===== src/rtl/sprite_drawer.sv =====
// rtl/sprite_drawer.sv - CHIP-8 framebuffer write engine for DXYN sprite draws and 00E0 clears
//
// Ports:
//   clk_in, rst_in            clock, asynchronous active-low reset
//   start_in, clear_in        1-cycle draw / clear requests, sampled only when idle
//   x_in, y_in, n_in          sprite column (VX), row (VY), height in rows
//   sprite_addr_in            I register, first sprite byte address
//   mem_addr_out, mem_data_in CHIP-8 RAM read port (1-cycle read latency)
//   fb_addr_out, fb_data_in   framebuffer read port (1-cycle read latency), addr = {row, xbyte}
//   fb_data_out, fb_we_out    framebuffer write port
//   busy_out, done_out        activity flag, 1-cycle completion pulse
//   collision_out             VF result of the last draw

module sprite_drawer #(
    parameter bit WRAP = 1'b0
) (
    input  logic        clk_in,
    input  logic        rst_in,
    input  logic        start_in,
    input  logic        clear_in,
    input  logic [7:0]  x_in,
    input  logic [7:0]  y_in,
    input  logic [3:0]  n_in,
    input  logic [11:0] sprite_addr_in,
    output logic [11:0] mem_addr_out,
    input  logic [7:0]  mem_data_in,
    output logic [7:0]  fb_addr_out,
    input  logic [7:0]  fb_data_in,
    output logic [7:0]  fb_data_out,
    output logic        fb_we_out,
    output logic        busy_out,
    output logic        done_out,
    output logic        collision_out
);

    typedef enum logic [2:0] {
        S_IDLE, S_CLEAR, S_FETCH, S_RD0, S_WR0, S_RD1, S_WR1, S_DONE
    } state_t;

    state_t      state_q, state_d;
    logic [2:0]  shift_q, shift_d;
    logic [2:0]  xb_q, xb_d;
    logic [4:0]  y0_q, y0_d;
    logic [3:0]  n_q, n_d;
    logic [11:0] i_q, i_d;
    logic [3:0]  r_q, r_d;
    logic [7:0]  s_q, s_d;
    logic [7:0]  ctr_q, ctr_d;
    logic        coll_q, coll_d;
    logic [11:0] mem_hold_q, mem_hold_d;
    logic [7:0]  fb_hold_q, fb_hold_d;

    logic [5:0]  row_y;
    logic        row_clip;
    logic [7:0]  m0, m1;
    logic        need_second;
    logic [3:0]  r_inc;
    logic        unused_ok;

    // Only the low 6 bits of VX and 5 bits of VY matter: the start point always wraps.
    assign unused_ok = &{1'b0, x_in[7:6], y_in[7:5]};

    // Row y can exceed 31 only through the row offset; bit 5 flags that overflow.
    assign row_y       = {1'b0, y0_q} + {2'b00, r_q};
    assign row_clip    = !WRAP && row_y[5];
    assign m0          = s_q >> shift_q;
    assign m1          = s_q << (4'd8 - {1'b0, shift_q});
    assign need_second = (shift_q != 3'd0) && (WRAP || (xb_q != 3'd7));
    assign r_inc       = r_q + 4'd1;

    assign busy_out      = (state_q != S_IDLE);
    assign done_out      = (state_q == S_DONE);
    assign collision_out = coll_q;

    always_comb begin
        state_d      = state_q;
        shift_d      = shift_q;
        xb_d         = xb_q;
        y0_d         = y0_q;
        n_d          = n_q;
        i_d          = i_q;
        r_d          = r_q;
        s_d          = s_q;
        ctr_d        = ctr_q;
        coll_d       = coll_q;
        mem_addr_out = mem_hold_q;
        fb_addr_out  = fb_hold_q;
        fb_data_out  = 8'h00;
        fb_we_out    = 1'b0;

        case (state_q)
            S_IDLE: begin
                if (clear_in) begin
                    ctr_d   = 8'h00;
                    state_d = S_CLEAR;
                end else if (start_in) begin
                    shift_d = x_in[2:0];
                    xb_d    = x_in[5:3];
                    y0_d    = y_in[4:0];
                    n_d     = n_in;
                    i_d     = sprite_addr_in;
                    r_d     = 4'd0;
                    coll_d  = 1'b0;
                    state_d = (n_in == 4'd0) ? S_DONE : S_FETCH;
                end
            end
            S_CLEAR: begin
                fb_we_out   = 1'b1;
                fb_addr_out = ctr_q;
                ctr_d       = ctr_q + 8'd1;
                if (ctr_q == 8'hFF) state_d = S_DONE;
            end
            S_FETCH: begin
                mem_addr_out = i_q + {8'h00, r_q};
                state_d      = row_clip ? S_DONE : S_RD0;
            end
            S_RD0: begin
                s_d         = mem_data_in;
                fb_addr_out = {row_y[4:0], xb_q};
                state_d     = S_WR0;
            end
            S_WR0: begin
                // Address is still held from RD0, so the write lands on the byte just read.
                fb_we_out   = 1'b1;
                fb_data_out = fb_data_in ^ m0;
                coll_d      = coll_q | (|(fb_data_in & m0));
                if (need_second) begin
                    state_d = S_RD1;
                end else begin
                    r_d     = r_inc;
                    state_d = (r_inc == n_q) ? S_DONE : S_FETCH;
                end
            end
            S_RD1: begin
                fb_addr_out = {row_y[4:0], xb_q + 3'd1};
                state_d     = S_WR1;
            end
            S_WR1: begin
                fb_we_out   = 1'b1;
                fb_data_out = fb_data_in ^ m1;
                coll_d      = coll_q | (|(fb_data_in & m1));
                r_d         = r_inc;
                state_d     = (r_inc == n_q) ? S_DONE : S_FETCH;
            end
            S_DONE: begin
                state_d = S_IDLE;
            end
            default: begin
                state_d = S_IDLE;
            end
        endcase

        mem_hold_d = mem_addr_out;
        fb_hold_d  = fb_addr_out;
    end

    always_ff @(posedge clk_in or negedge rst_in) begin
        if (!rst_in) begin
            state_q    <= S_IDLE;
            shift_q    <= 3'd0;
            xb_q       <= 3'd0;
            y0_q       <= 5'd0;
            n_q        <= 4'd0;
            i_q        <= 12'h000;
            r_q        <= 4'd0;
            s_q        <= 8'h00;
            ctr_q      <= 8'h00;
            coll_q     <= 1'b0;
            mem_hold_q <= 12'h000;
            fb_hold_q  <= 8'h00;
        end else begin
            state_q    <= state_d;
            shift_q    <= shift_d;
            xb_q       <= xb_d;
            y0_q       <= y0_d;
            n_q        <= n_d;
            i_q        <= i_d;
            r_q        <= r_d;
            s_q        <= s_d;
            ctr_q      <= ctr_d;
            coll_q     <= coll_d;
            mem_hold_q <= mem_hold_d;
            fb_hold_q  <= fb_hold_d;
        end
    end

endmodule

===== config.mk =====
export PLATFORM = sky130hd
export DESIGN_NAME = sprite_drawer
export DESIGN_NICKNAME = d
export VERILOG_FILES = /design/src/rtl/sprite_drawer.sv
export SDC_FILE = /design/constraint.sdc
export NUM_CORES = 1
export LEC_CHECK = 0
export CAP_MARGIN = 20
export CORE_UTILIZATION = 53
export CTS_CLUSTER_SIZE = 16
export DETAILED_ROUTE_END_ITERATION = 16
export GPL_TIMING_DRIVEN = 0
export HOLD_SLACK_MARGIN = 0.03
export PLACE_DENSITY = 0.82
export SLEW_MARGIN = 15
export SYNTH_ARGS = -nofsm -noshare
export SYNTH_HDL_FRONTEND = slang
export SYNTH_SLANG_ARGS = --single-unit

===== constraint.sdc =====
create_clock -name clk_in -period 3.8 [get_ports clk_in]
set_clock_uncertainty 0.15 [all_clocks]
set_input_delay 0.76 -clock clk_in [delete_from_list [all_inputs] [get_ports clk_in]]
set_output_delay 0.76 -clock clk_in [all_outputs]
set_load 0.01 [all_outputs]

After elaboration in Yosys (flattened, before gate mapping). Index checks and enable logic that the tools add are counted.

$add $sub $neg: 6. Equality and inequality tests: 16. Shift operators: 2. Mux-type cells: 21. Bitwise operators: 7. Reduce and logical (&&, ||, !) cells: 15.

Operators with widths (number): 8-bit one-hot mux with 2 select lines (2); 3-bit one-hot mux with 8 select lines (1); 8-bit one-hot mux with 3 select lines (1); 3-bit 2-to-1 mux (7); 8-bit bitwise AND (2); 8-bit OR reduction (2); 8-bit bitwise XOR (2); 12-bit by 4-bit adder with 12-bit output (1); 3-bit == test, second input constant (4); 12-bit 2-to-1 mux (1); 4-bit 2-to-1 mux (3); 4-bit one-hot mux with 3 select lines (1); 2-bit inequality test, second input constant (5); 3-bit nonzero test (3); 8-bit by 1-bit adder with 8-bit output, second input constant (1); 8-bit == test, second input constant (1); 8-bit 2-to-1 mux (1); 8-bit by 4-bit << shifter with 8-bit output (1); 8-bit by 3-bit >> shifter with 8-bit output (1); 5-bit by 4-bit adder with 6-bit output (1); 3-bit by 2-bit == test with 1-bit output, second input constant (2); 3-bit inequality test, second input constant (2); 3-bit AND reduction (2); 4-bit by 1-bit adder with 4-bit output, second input constant (1); other kinds (15) (19).

Register bits after elaboration: 71. Input bits: 52. Output and inout port bits: 32. Word-level logic and storage cells: 79.

Depth between registers and ports, before layout. Gate-level depths: netlist of the first run.

Depth after elaboration: 6. Gate-level depth with buffers: 12. Gate-level depth less buffers: 9.

Worst setup path before layout of the first run. OpenSTA, ideal clock, no wires.

Path type: register -> output. From: register shift_q[0]. To: output port fb_data_out[6]. Arrival: 2270 ps. Required time: 2890 ps. Slack: 620 ps. Cell stages (with the launch flop): 11. Buffers on the path: 3. Path through: dfrtp_1 > buf_6 > buf_8 > inv_1 > ha_1 > clkbuf_1 > mux2_2 > mux2_2 > a31oi_2 > xor2_1 > nor2_1.

Word-level cells in the longest chain between the ends: 4. Elaborated cells between the ends (all ways): 6. Classes of those cells: 1 x add/sub; 2 x shift; 1 x mux; 2 x bitwise.

RTL lines: from (decl) (line 41) `logic [2:0] shift_q, shift_d;`; from (signal assigned) (line 173) `shift_q <= shift_d;`; 4-bit by 3-bit subtractor with 4-bit output (line 67) `assign m1 = s_q << (4'd8 - {1'b0, shift_q});`; 8-bit by 4-bit << shifter with 8-bit output (line 67); 8-bit bitwise XOR (line 140) `fb_data_out = fb_data_in ^ m1;`; 8-bit one-hot mux with 2 select lines (*) (line 91) `case (state_q)`; to (decl) (line 29) `output logic [7:0] fb_data_out,`.

Mark *: on every way between the ends. The rest lies on a longest branch, timed or not.

Worst setup path after layout of the first run.
From: register shift_q[0]. To: output port fb_data_out[4].

The elaborated chain is that of the path after synthesis.

==> out/summary.md, run 1 <==
The worst-margin pin slew works out to 0.939 ns. The tools report the net count reported at finish as 620. The netlist uses 57 different library cells. The reported leakage power is 2.43 nW, and the H-tree level count is 3.

After detailed routing, the number of remaining DRC violations is 0. The final cell count without fillers was 661. The worst setup path category was flop to output pin.

The run gives 0 as the total of warnings raised by yosys. Site row count: 33. For the sequential-to-total area share from yosys stat, the log shows 39.5%.

The clock root buffer was sky130_fd_sc_hd__clkbuf_8. The initial utilization of the core area, before any placement, comes to 54.7%. From bottom edge to top edge, the die measures 94.1 um. The number of hold violations in the final report was 0; the pin count of the biggest net entering global routing was 38. In the synthesized netlist the dominant register cell turns out to be sky130_fd_sc_hd__dfrtp_1. For the area of the core region, the log shows 8220 um^2. The library cells used most frequently in the layout, excluding fill and tap cells, are sky130_fd_sc_hd__dfrtp_1 (70), sky130_fd_sc_hd__clkdlybuf4s50_1 (65), sky130_fd_sc_hd__mux2_2 (50), sky130_fd_sc_hd__nor2_1 (38), sky130_fd_sc_hd__nand2_1 (34).

The run gives 9 as the TritonCTS buffer count. The flow ran to the end, and the final reports show no timing, DRC or antenna violations. Combinational logic burns 62.5% of the power. The average wire per standard cell was 18.1 um; the total setup violations reported at the end of the flow was 0.

The tools report the count of mapped cells out of synthesis as 459. The worst hold path belongs to the class input port to async pin. After clock tree synthesis, the clock-pin slew on the worst setup and hold paths is 0.09 ns. The switching part of the total was 43.0%; the required time reported for the critical path endpoint was 2.89 ns. Traced cell by cell, the critical path runs through buf_6 > buf_12 > nor3_1 > nor3b_2 > a311o_1 > o21ai_1 > xor2_1 > nor2_1 > dlygate4sd2_1. Wire length of the first global-routing pass: 19400 um.

The average cell area after synthesis works out to 9.80 um^2. In this run the cell area of the synthesized design comes to 4500 um^2. Number of max-slew violations in the final report: 0. TritonCTS built the clock tree. Dividing total power by cell area gives a power density of 987 nW/um^2.

In this run, flip-flops and latches consume 25.5% of the power. For the instance area at placement, the log shows 5430 um^2. The number of diodes added for antenna fixing is 0, and the initial antenna violation count is 0.

Across the run, the number of max-cap violations was 0. The final critical-path share of the clock period was 97.3%; the width of the die was 94.1 um. After global routing the overflow that remains totals 0. The finished cells cover 5750 um^2. Category of the worst setup path launch point: a flop. The synthesized netlist net count was 527. The area growth from synthesis to layout was 27.9%; the minimum setup slack among reg-to-reg paths was 1.14 ns. The multi-input gate area in the final layout is 2620 um^2, and the buffer levels on the longest clock path is 2.

The maximum fanout count along the critical path was 10. The count of buffering cells on the critical path with inverters included is 3, and the maximum cell stage delay along the critical path is 0.72 ns. The top achievable clock speed is 270 MHz. Among all stages on the critical path, the largest delay is contributed by sky130_fd_sc_hd__nor3_1.

For the full die area, the log shows 8860 um^2. Once detailed placement completed, the half-perimeter wirelength came to 8710 um. Yosys attributes the largest share of cell area to sky130_fd_sc_hd__dfrtp_1 (40%), sky130_fd_sc_hd__mux2_2 (13%), sky130_fd_sc_hd__ha_1 (3.9%).

In this run the biggest area consumer among cell types represents 39.5% of the synthesized area. Adding up every negative setup slack in the final design gives 0 ns. The routed via count divided by cell count was 5.96; the count of input and output buffers was 78. The startpoint identified for the worst register-to-register timing path is shift_q[0]. The worst reg-to-reg path cell count is 10, and the source-to-sink clock delay at the later pin of the worst-skew pair is 0.36 ns. The library cell used most frequently in the layout, excluding fill and tap cells, is sky130_fd_sc_hd__dfrtp_1. After clock tree synthesis, the flow added hold-fix buffers numbering 0. The last weighted congestion value of the routability-driven placer was 0.893; the register cell area after layout was 1780 um^2.

The peak supply drop was 0.593 mV; the number of global-route vias before repair was 3865. In the final layout, the share of cells above drive strength 1 is 18.3%. Cell family contributing the most delay on the critical path: simple AND/OR/NAND/NOR gates. Final critical-path required period: 3.70 ns.

The run gives 3.23 mW as the internal power. The count of placed standard cells including taps came out at 643. The type of element capturing the critical path is an output pin.

Overall routed net length: 12000 um. In this run the critical register-to-register path is captured at collision_out. The logs give 3939 for the number of vias in the routed layout and 0.207 ns for the worst hold margin. In this run, synthesis produced a sequential element count of 71. The net switching power is 2.44 mW. For the total clock sinks, the log shows 71. The worst path arrival time is 2.79 ns, and the post-synthesis async set-or-reset flop share is 100%.

The logs give 270 for the number of design-rule violations left by the first detailed-router iteration and 0 for the post-route antenna net violation count. Number of synthesized flops with an enable pin: 0. The tools report the overall routing resource usage as 28.8%.

The largest total area in the synthesized netlist belongs to sky130_fd_sc_hd__dfrtp_1. The count of TritonRoute iterations in the first routing pass is 5. The number of placed I/O pins was 84; the worst relative slew slack was 36.9%. The filler cells instantiated in the layout total 645. Per report_power, the clock group accounts for 12.1% of the total.
cells by family after synthesis:
kind of cell | count (synthesis) | share of synthesized area (%)
adder cells (fa/ha/maj) | 16 | 4.79
buffers and inverters | 35 | 3.81
flip-flops | 71 | 39.5
AO/OA/AOI/OAI | 106 | 14.7
AND/OR/NAND/NOR | 141 | 15.2
XOR/XNOR | 27 | 5.26
multiplexers | 63 | 16.7
timing repair:
item                       in CTS  in global routing
setup endpoints to repair      16                 16
gates resized for setup        27                 15
pin swaps                       0                  3
gates cloned                    0                  0
buffers inserted                0                  3
synthesized netlist by cell type, types with 2 or more instances:
| master | n |
|---|---|
| sky130_fd_sc_hd__mux4_2 | 2 |
| sky130_fd_sc_hd__nor4_1 | 3 |
| sky130_fd_sc_hd__a22o_1 | 3 |
| sky130_fd_sc_hd__mux2i_1 | 9 |
| sky130_fd_sc_hd__a2111oi_0 | 2 |
| sky130_fd_sc_hd__o31ai_1 | 2 |
| sky130_fd_sc_hd__xnor2_1 | 17 |
| sky130_fd_sc_hd__fa_1 | 2 |
| sky130_fd_sc_hd__xor2_1 | 10 |
| sky130_fd_sc_hd__nor2_1 | 39 |
| sky130_fd_sc_hd__ha_1 | 14 |
| sky130_fd_sc_hd__a21o_1 | 4 |
| sky130_fd_sc_hd__clkbuf_1 | 16 |
| sky130_fd_sc_hd__nand2_1 | 34 |
| sky130_fd_sc_hd__nor2b_1 | 7 |
| sky130_fd_sc_hd__a211oi_1 | 3 |
| sky130_fd_sc_hd__and3_1 | 6 |
| sky130_fd_sc_hd__a31oi_1 | 6 |
| sky130_fd_sc_hd__nand3_1 | 18 |
| sky130_fd_sc_hd__a21oi_1 | 26 |
| sky130_fd_sc_hd__nand4_1 | 6 |
| sky130_fd_sc_hd__nor3_1 | 10 |
| sky130_fd_sc_hd__buf_2 | 2 |
| sky130_fd_sc_hd__buf_6 | 3 |
| sky130_fd_sc_hd__a21boi_0 | 3 |
| sky130_fd_sc_hd__inv_1 | 11 |
| sky130_fd_sc_hd__dfrtp_1 | 71 |
| sky130_fd_sc_hd__nor3b_1 | 4 |
| sky130_fd_sc_hd__a41oi_1 | 2 |
| sky130_fd_sc_hd__o21ai_0 | 30 |
| sky130_fd_sc_hd__a22oi_1 | 3 |
| sky130_fd_sc_hd__mux4_1 | 2 |
| sky130_fd_sc_hd__nand2b_1 | 6 |
| sky130_fd_sc_hd__nor4b_1 | 2 |
| sky130_fd_sc_hd__mux2_2 | 50 |
| sky130_fd_sc_hd__o22ai_1 | 10 |
flip-flops by register name, summed over array words and instances (netlist names):
name           flops
y0_q               5
shift_q            3
xb_q               3
r_q                4
i_q               12
collision_out      1
state_q            3
fb_hold_q          8
n_q                4
s_q                8
ctr_q              8
mem_hold_q        12
layout make-up:
class / count / share of cell area, %
Multi-Input combinational cell: 353 / 45.5
Tap cell: 105 / 2.28
Clock buffer: 9 / 2.15
Inverter: 12 / 0.848
Sequential cell: 71 / 30.9
Clock inverter: 6 / 1.63
Timing Repair Buffer: 82 / 14.0
Buffer: 23 / 2.65
per-layer routing:
metal | up-vias | share of wire [%] | GRT usage, %
met5 | - | 0 | 0
met4 | 0 | 1.4 | 8.97
met3 | 16 | 5.5 | 5.26
met2 | 136 | 49 | 47.7
met1 | 1927 | 44 | 38.2
li1 | 1860 | - | -
power groups by stage:
stage	sequential [mW]	combinational, mW	clock, mW
2_1_floorplan	1.34	2.29	0
3_3_place_gp	1.43	3.29	0
3_5_place_dp	1.45	3.35	0
4_1_cts	1.44	3.43	0.694
5_1_grt	1.49	3.85	0.734
6_report	1.45	3.55	0.685
through the flow:
stage	setup WS (ns)	total power [mW]	utilization [%]
6_report	0.102	5.68	70.0
5_1_grt	-0.0189	6.08	70.0
4_1_cts	0.0138	5.57	69.3
3_5_place_dp	-0.118	4.80	66.0
3_3_place_gp	-0.619	4.72	65.8
2_1_floorplan	0.620	3.63	-
how the worst max path moves through the flow:
stage / from / end / slack (ns) / cells after the start
global placement: rst_in / i_q[10] / -0.62 / 1
finish: shift_q[0] / fb_data_out[4] / 0.10 / 9
floorplan: shift_q[0] / fb_data_out[6] / 0.62 / 10
CTS: shift_q[0] / fb_data_out[6] / 0.01 / 11
detailed placement: shift_q[0] / fb_data_out[6] / -0.12 / 11
global route: shift_q[0] / fb_data_out[6] / -0.02 / 11
(Power assumes the default switching activity.)
==> run 2, diff against run 1 <==
CORE_UTILIZATION = 57   (was 53)
PLACE_DENSITY = 0.87   (was 0.82)
clock period = 4.5 ns   (was 3.8 ns; I/O delays follow)
==> out/summary.md, run 2 (synthesized netlist as in run 1, its figures left out) <==
Cells fill 73.1% of the core in the end. The worst setup path is launched from a flop. Along the worst path, the maximum fanout reaches 10. The worst reg-to-reg path cell count is 10, and the count of placed standard cells including taps is 640. The timing endpoint of the critical path is fb_data_out[5].

In this run the critical register-to-register path is captured at collision_out. In this run the post-CTS setup repair buffer count came out at 0. The tools report the worst path arrival time as 3.24 ns. The width of the die came out at 90.8 um. Final critical-path share of the clock period: 95.3%. Counting every sink on the clock net gives 71. The worst relative slew slack was 48.5%. Setup violations remaining at the end of the flow were counted as 0.

The initial utilization of the core area, before any placement, comes to 58.5%. The TritonCTS buffer count is 9, and the total congestion overflow is 0. The run gives 3.45 ns as the required time reported for the critical path endpoint.

Using the TritonRoute via totals, the vias-per-cell ratio works out to 6.07. Across the run, the number of max-cap violations was 0. VDD sags by at most 0.541 mV.

After clock tree synthesis, the clock-pin slew on the worst setup and hold paths is 0.08 ns. For this run, the top clock speed supported by timing is 233 MHz. The tools report the buffer levels on the longest clock path as 2. Entering global routing, the biggest net connects 38 pins. Worst setup path category: flop to output pin. Setup repair after global routing left no endpoint under its margin. Once layout is complete, the cells apart from fillers number 656. Tracing the worst setup path back leads to its startpoint at shift_q[0]. The reported leakage power was 2.33 nW; the count of TritonRoute iterations in the first routing pass was 5. The vertical die dimension is 90.8 um, and the post-route antenna net violation count is 0. The post-route netlist has 15.0% of its cells at a drive strength greater than 1. 0 antenna diodes ended up in the layout.

Number of hold violations in the final report: 0. The overall routing resource usage came out at 29.8%. The floorplan step defined a core boundary enclosing 7690 um^2.

Power spread over the standard cell area amounts to 818 nW/um^2. The pre-CTS worst setup slack came out at 0.454 ns. The run gives 3 as the H-tree level count.

In this run the critical register-to-register path is launched from shift_q[0]. The congestion estimate from routability-driven global placement came to 0.900. After layout, the minimum clock period comes to 4.29 ns. The tools report the number of global-route vias before repair as 3934. Wires add up to 11800 um. Summing all non-filler instances in the final layout gives an area of 5620 um^2.

The run gives 32 as the site row count. The run gives 84 as the number of placed I/O pins. The critical path goes through buf_6 > buf_8 > inv_1 > ha_1 > ha_1 > clkbuf_2 > nor2_1 > a22oi_1 > and3_1 > a21oi_1 > xor2_1 > nor2_1 > clkdlybuf4s50_1. For the number of max-slew violations in the final report, the log shows 0.

The largest registers in the layout are i_q x12, mem_hold_q x12. The die covers 8250 um^2. After routing, the total negative slack on setup checks comes to 0 ns.

Dividing the detail-routed wire length by the instance count gives 18.0 um. The minimum setup slack among reg-to-reg paths is 1.82 ns. The wire length of the first global-routing pass came out at 19400 um.

CTS placed an instance of sky130_fd_sc_hd__clkbuf_8 at the clock tree root. The number of buffers inserted for hold repair after clock tree synthesis was 0; the final setup slack of the worst path was 0.210 ns. Leaving out fill and tap cells, the most frequent cell in the layout is sky130_fd_sc_hd__clkdlybuf4s50_1.

The maximum cell stage delay along the critical path is 0.54 ns, and the worst-margin pin slew is 0.766 ns. Buffers placed on the I/O ports in this run total 78. Detailed placement ended at an HPWL of 8540 um. Relative to the synthesized area, the layout overhead comes to 25.0%. For the worst-skew pair, the clock arrives at the later sink with an insertion delay of 0.34 ns. The initial antenna violation count came out at 0.

The run finished with clean final reports. STA classifies the critical path endpoint as an output pin. TritonCTS built the clock tree. The number of vias in the routed layout was 3981. The worst hold-check path type was input port to async pin. In this run, the number of DRC markers left after iteration 0 of detailed routing was 451.

The post-CTS resize count is 0, and the instance area at placement is 5420 um^2. Leaving out fill and tap cells, the most frequent cells in the layout are sky130_fd_sc_hd__clkdlybuf4s50_1 (77), sky130_fd_sc_hd__dfrtp_1 (71), sky130_fd_sc_hd__mux2_2 (50), sky130_fd_sc_hd__nor2_1 (39), sky130_fd_sc_hd__nand2_1 (34). The slowest stage of the critical path belongs to the cell sky130_fd_sc_hd__clkdlybuf4s50_1.

At the end of the flow, the number of nets in the layout was 617. For this run, design rule violations remaining after detail routing come to 0.
-- run 2: worst min path at each step --
stage / to / slack [ns] / depth (start not counted)
after floorplan: ctr_q[4] / 0.31 / 1
after CTS: mem_hold_q[3] / 0.36 / 1
final: y0_q[1] / 0.36 / 1
after global placement: mem_hold_q[3] / 0.33 / 1
after global routing: mem_hold_q[1] / 0.38 / 1
after detailed placement: fb_hold_q[2] / 0.34 / 1
-- run 2: layout make-up --
type                       count  area, um^2
buffer                        23         129
clock buffer                  12         165
sequential                    71        1780
clock inverter                 4        28.8
multi-input combinational    353        2550
fill                         561        2070
inverter                      12        45.0
tap                          102         128
timing repair buffer          79         798
-- run 2: through the flow --
step	hold WS [ns]	total power, mW
finish	0.357	4.60
global route	0.380	4.91
CTS	0.362	4.57
detailed placement	0.339	4.04
global placement	0.333	3.97
floorplan	0.315	3.07
-- run 2: layer usage --
metal / share of wire (%) / track usage, % / up-vias
met3: 5.9 / 5.47 / 23
li1: - / - / 1858
met4: 2.1 / 10.4 / 0
met5: 0 / 0 / -
met1: 43 / 39.6 / 1934
met2: 49 / 49.1 / 166
-- run 2: power by group --
| group | total [mW] | leakage, nW | switching (mW) | internal (mW) |
|---|---|---|---|---|
| Combinational | 2.89 | 1.36 | 1.48 | 1.41 |
| Sequential | 1.22 | 0.867 | 0.279 | 0.936 |
| Clock | 0.495 | 0.0946 | 0.249 | 0.246 |
| Total | 4.60 | 2.33 | 2.00 | 2.59 |
-- run 2: critical path: cells and delay by family, from the launching register on --
kind	cells	cell delay, ns
adder cells (fa/ha/maj)	2	0.55
AND/OR/NAND/NOR	3	0.39
buffers and inverters	5	1.16
AO/OA/AOI/OAI	2	0.28
flip-flops	1	0.35
XOR/XNOR	1	0.16
==> run 3, diff against run 2 <==
==> constraint.sdc (replaced) <==
create_clock -name clk_in -period 4.5 [get_ports clk_in]
set_clock_uncertainty 0.15 [all_clocks]
set_input_delay 0.675 -clock clk_in [delete_from_list [all_inputs] [get_ports clk_in]]
set_output_delay 0.675 -clock clk_in [all_outputs]
set_load 0.01 [all_outputs]
==> out/summary.md, run 3 (synthesized netlist as in run 1, its figures left out) <==
The width of the die came out at 90.8 um. The category of the worst setup path launch point was a flop. The first global-routing pass estimated 19400 um of wire. IR analysis of the VDD net gives a maximum drop of 0.542 mV. The tools report the worst hold margin as 0.132 ns. Static timing analysis puts the maximum clock frequency at 236 MHz. The average wire per standard cell was 18.0 um; the final cell count without fillers was 656. After detailed routing, the wire length on met1 is 5080 um.

Buffers added to address setup during post-CTS repair amount to 0. The logs give 4004 for the number of vias in the routed layout and 3.67 ns for the required time reported for the critical path endpoint. Leaving out fill and tap cells, the most frequent cells in the layout are sky130_fd_sc_hd__clkdlybuf4s50_1 (77), sky130_fd_sc_hd__dfrtp_1 (71), sky130_fd_sc_hd__mux2_2 (50), sky130_fd_sc_hd__nor2_1 (39), sky130_fd_sc_hd__nand2_1 (34). The number of global-route vias before repair is 3934. The pre-antenna-repair detailed-routing pass consisted of 5 iterations. The worst register-to-register path has a depth of 10. The worst-margin pin slew is 0.763 ns, and the last weighted congestion value of the routability-driven placer is 0.900. For the area of the core region, the log shows 7690 um^2. The reported leakage power is 2.32 nW, and the vertical die dimension is 90.8 um.

The worst hold-check path type was input port to async pin. CTS built an H-tree with a depth of 3. Entering global routing, the biggest net connects 38 pins.

The largest registers in the layout are i_q x12, mem_hold_q x12. The flow ran to the end, and the final reports show no timing, DRC or antenna violations. The register clock-pin slew on the reported worst setup and hold paths is 0.08 ns, and the number of placed I/O pins is 84.

The total congestion overflow was 0. The ratio of total power to cell area works out to 818 nW/um^2. The routed design uses 722 um of met3 wire. The worst pin sits at a relative slew slack of 48.7%.

The source-to-sink clock delay at the later pin of the worst-skew pair was 0.34 ns; the area growth from synthesis to layout was 24.9%. Cells with a size suffix above 1 make up 14.6% of the layout. The floorplan has 32 rows.

In this run the worst path has a maximum fanout of 10. The reg-to-reg critical path startpoint is shift_q[0]. Traced cell by cell, the critical path runs through buf_6 > buf_8 > inv_1 > ha_1 > ha_1 > clkbuf_1 > nor2_1 > a22oi_1 > and3_1 > a21oi_1 > xor2_1 > nor2_1 > clkdlybuf4s50_1. In this run switching power makes up 43.6% of total power. The routed via count divided by cell count is 6.10. No sink is reached through more buffers than the 2 on the longest clock path. Setup repair after global routing left no endpoint under its margin. The wire-length estimate of the detail-placed layout is 8540 um.

The final critical-path required period was 4.23 ns. The total clock sinks was 71. The library cell used most frequently in the layout, excluding fill and tap cells, is sky130_fd_sc_hd__clkdlybuf4s50_1. For flop-to-flop paths, the worst setup slack is 1.65 ns.

On the critical path, the stage with the largest delay is an instance of sky130_fd_sc_hd__clkdlybuf4s50_1. Across the run, the number of max-cap violations was 0. The tools report the clock root buffer as sky130_fd_sc_hd__clkbuf_8. After clock tree synthesis, the repair step resized 0 gates. The share of total power dissipated in sequential elements is 26.5%. For this design the total switching power over the nets is 2.00 mW.

0 antenna diodes ended up in the layout. The total negative slack for setup checks came out at 0 ns. Routed signal wires occupy layers up through met4. The tools report the number of hold violations in the final report as 0.

The run gives 9 as the TritonCTS buffer count. Hold repair after CTS inserted 0 buffers. The worst path arrival time came out at 3.41 ns. The maximum cell stage delay along the critical path works out to 0.54 ns. The overall routed net length was 11800 um. Setup violations remaining at the end of the flow were counted as 0. The overall routing resource usage was 29.8%.

The worst setup path category is flop to output pin. Combinational cells account for 62.7% of the total power. The worst register-to-register path ends at collision_out.

Internal power comes to 2.59 mW. The die covers 8250 um^2. TritonCTS built the clock tree.

Once placement completed, the tool counted placed cells totaling 640. The clock network fraction of total power was 10.8%; the met2 wirelength from detailed routing was 5740 um. The DRC violations left is 0, and the count of input and output buffers is 78. The launch point of the worst path is shift_q[0].

The number of design-rule violations left by the first detailed-router iteration is 425, and the initial antenna violation count is 0. Post-route antenna net violation count: 0. At the end of the flow, the number of nets in the layout was 617. The number of max-slew violations in the final report was 0; the initial cell density of the core was 58.5%. Final critical-path share of the clock period: 94.0%. The worst setup path is captured at an output pin.
-- run 3: cell types whose count changed in the layout (fill, tap and decap cells not counted) --
| cell | before | now |
|---|---|---|
| sky130_fd_sc_hd__clkbuf_1 | 14 | 16 |
| sky130_fd_sc_hd__clkbuf_2 | 2 | 0 |
-- run 3: area by class of cell --
cell class | count | area, um^2
flip-flops and latches | 71 | 1780
repair buffers | 79 | 798
clock inverters | 4 | 28.8
multi-input cells | 353 | 2550
clock buffers | 12 | 165
plain buffers | 23 | 126
well taps | 102 | 128
fillers | 562 | 2070
inverters | 12 | 45.0
-- run 3: worst max path at each step --
stage	end	slack, ns	cells after the start
finish	fb_data_out[5]	0.27	13
global route	fb_data_out[7]	0.06	12
CTS	fb_data_out[5]	0.29	13
detailed placement	fb_data_out[5]	0.68	13
global placement	s_q[6]	0.25	1
floorplan	fb_data_out[6]	1.41	10
-- run 3: through the flow --
step	power [mW]	cell area (um^2)	util (%)	setup slack [ns]
CTS	4.57	5620	73.1	0.294
floorplan	3.07	4500	-	1.41
finish	4.59	5620	73.1	0.268
global placement	3.97	5410	70.3	0.253
detailed placement	4.04	5420	70.5	0.679
global route	4.90	5620	73.1	0.0625
-- run 3: power groups by stage --
| stage | clock network [mW] | logic [mW] | registers, mW |
|---|---|---|---|
| after floorplan | 0 | 1.93 | 1.13 |
| after CTS | 0.500 | 2.86 | 1.21 |
| after global placement | 0 | 2.76 | 1.20 |
| final | 0.496 | 2.88 | 1.22 |
| after detailed placement | 0 | 2.83 | 1.22 |
| after global routing | 0.527 | 3.12 | 1.26 |
-- run 3: worst max-delay path, delay by kind of cell (launching register included) --
kind / cells / cell delay [ns]
xor gates and xnor gates: 1 / 0.16
DFF: 1 / 0.35
AOI/OAI and AO/OA: 2 / 0.30
adders and majority gates: 2 / 0.55
buffers and inverters: 5 / 1.29
and+or+nand+nor: 3 / 0.42
-- run 3: layer usage --
layer | GRT usage, % | vias to the layer above
met1 | 39.6 | 1946
met3 | 5.47 | 24
met4 | 10.4 | 0
met5 | 0 | -
met2 | 49.1 | 176
li1 | - | 1858
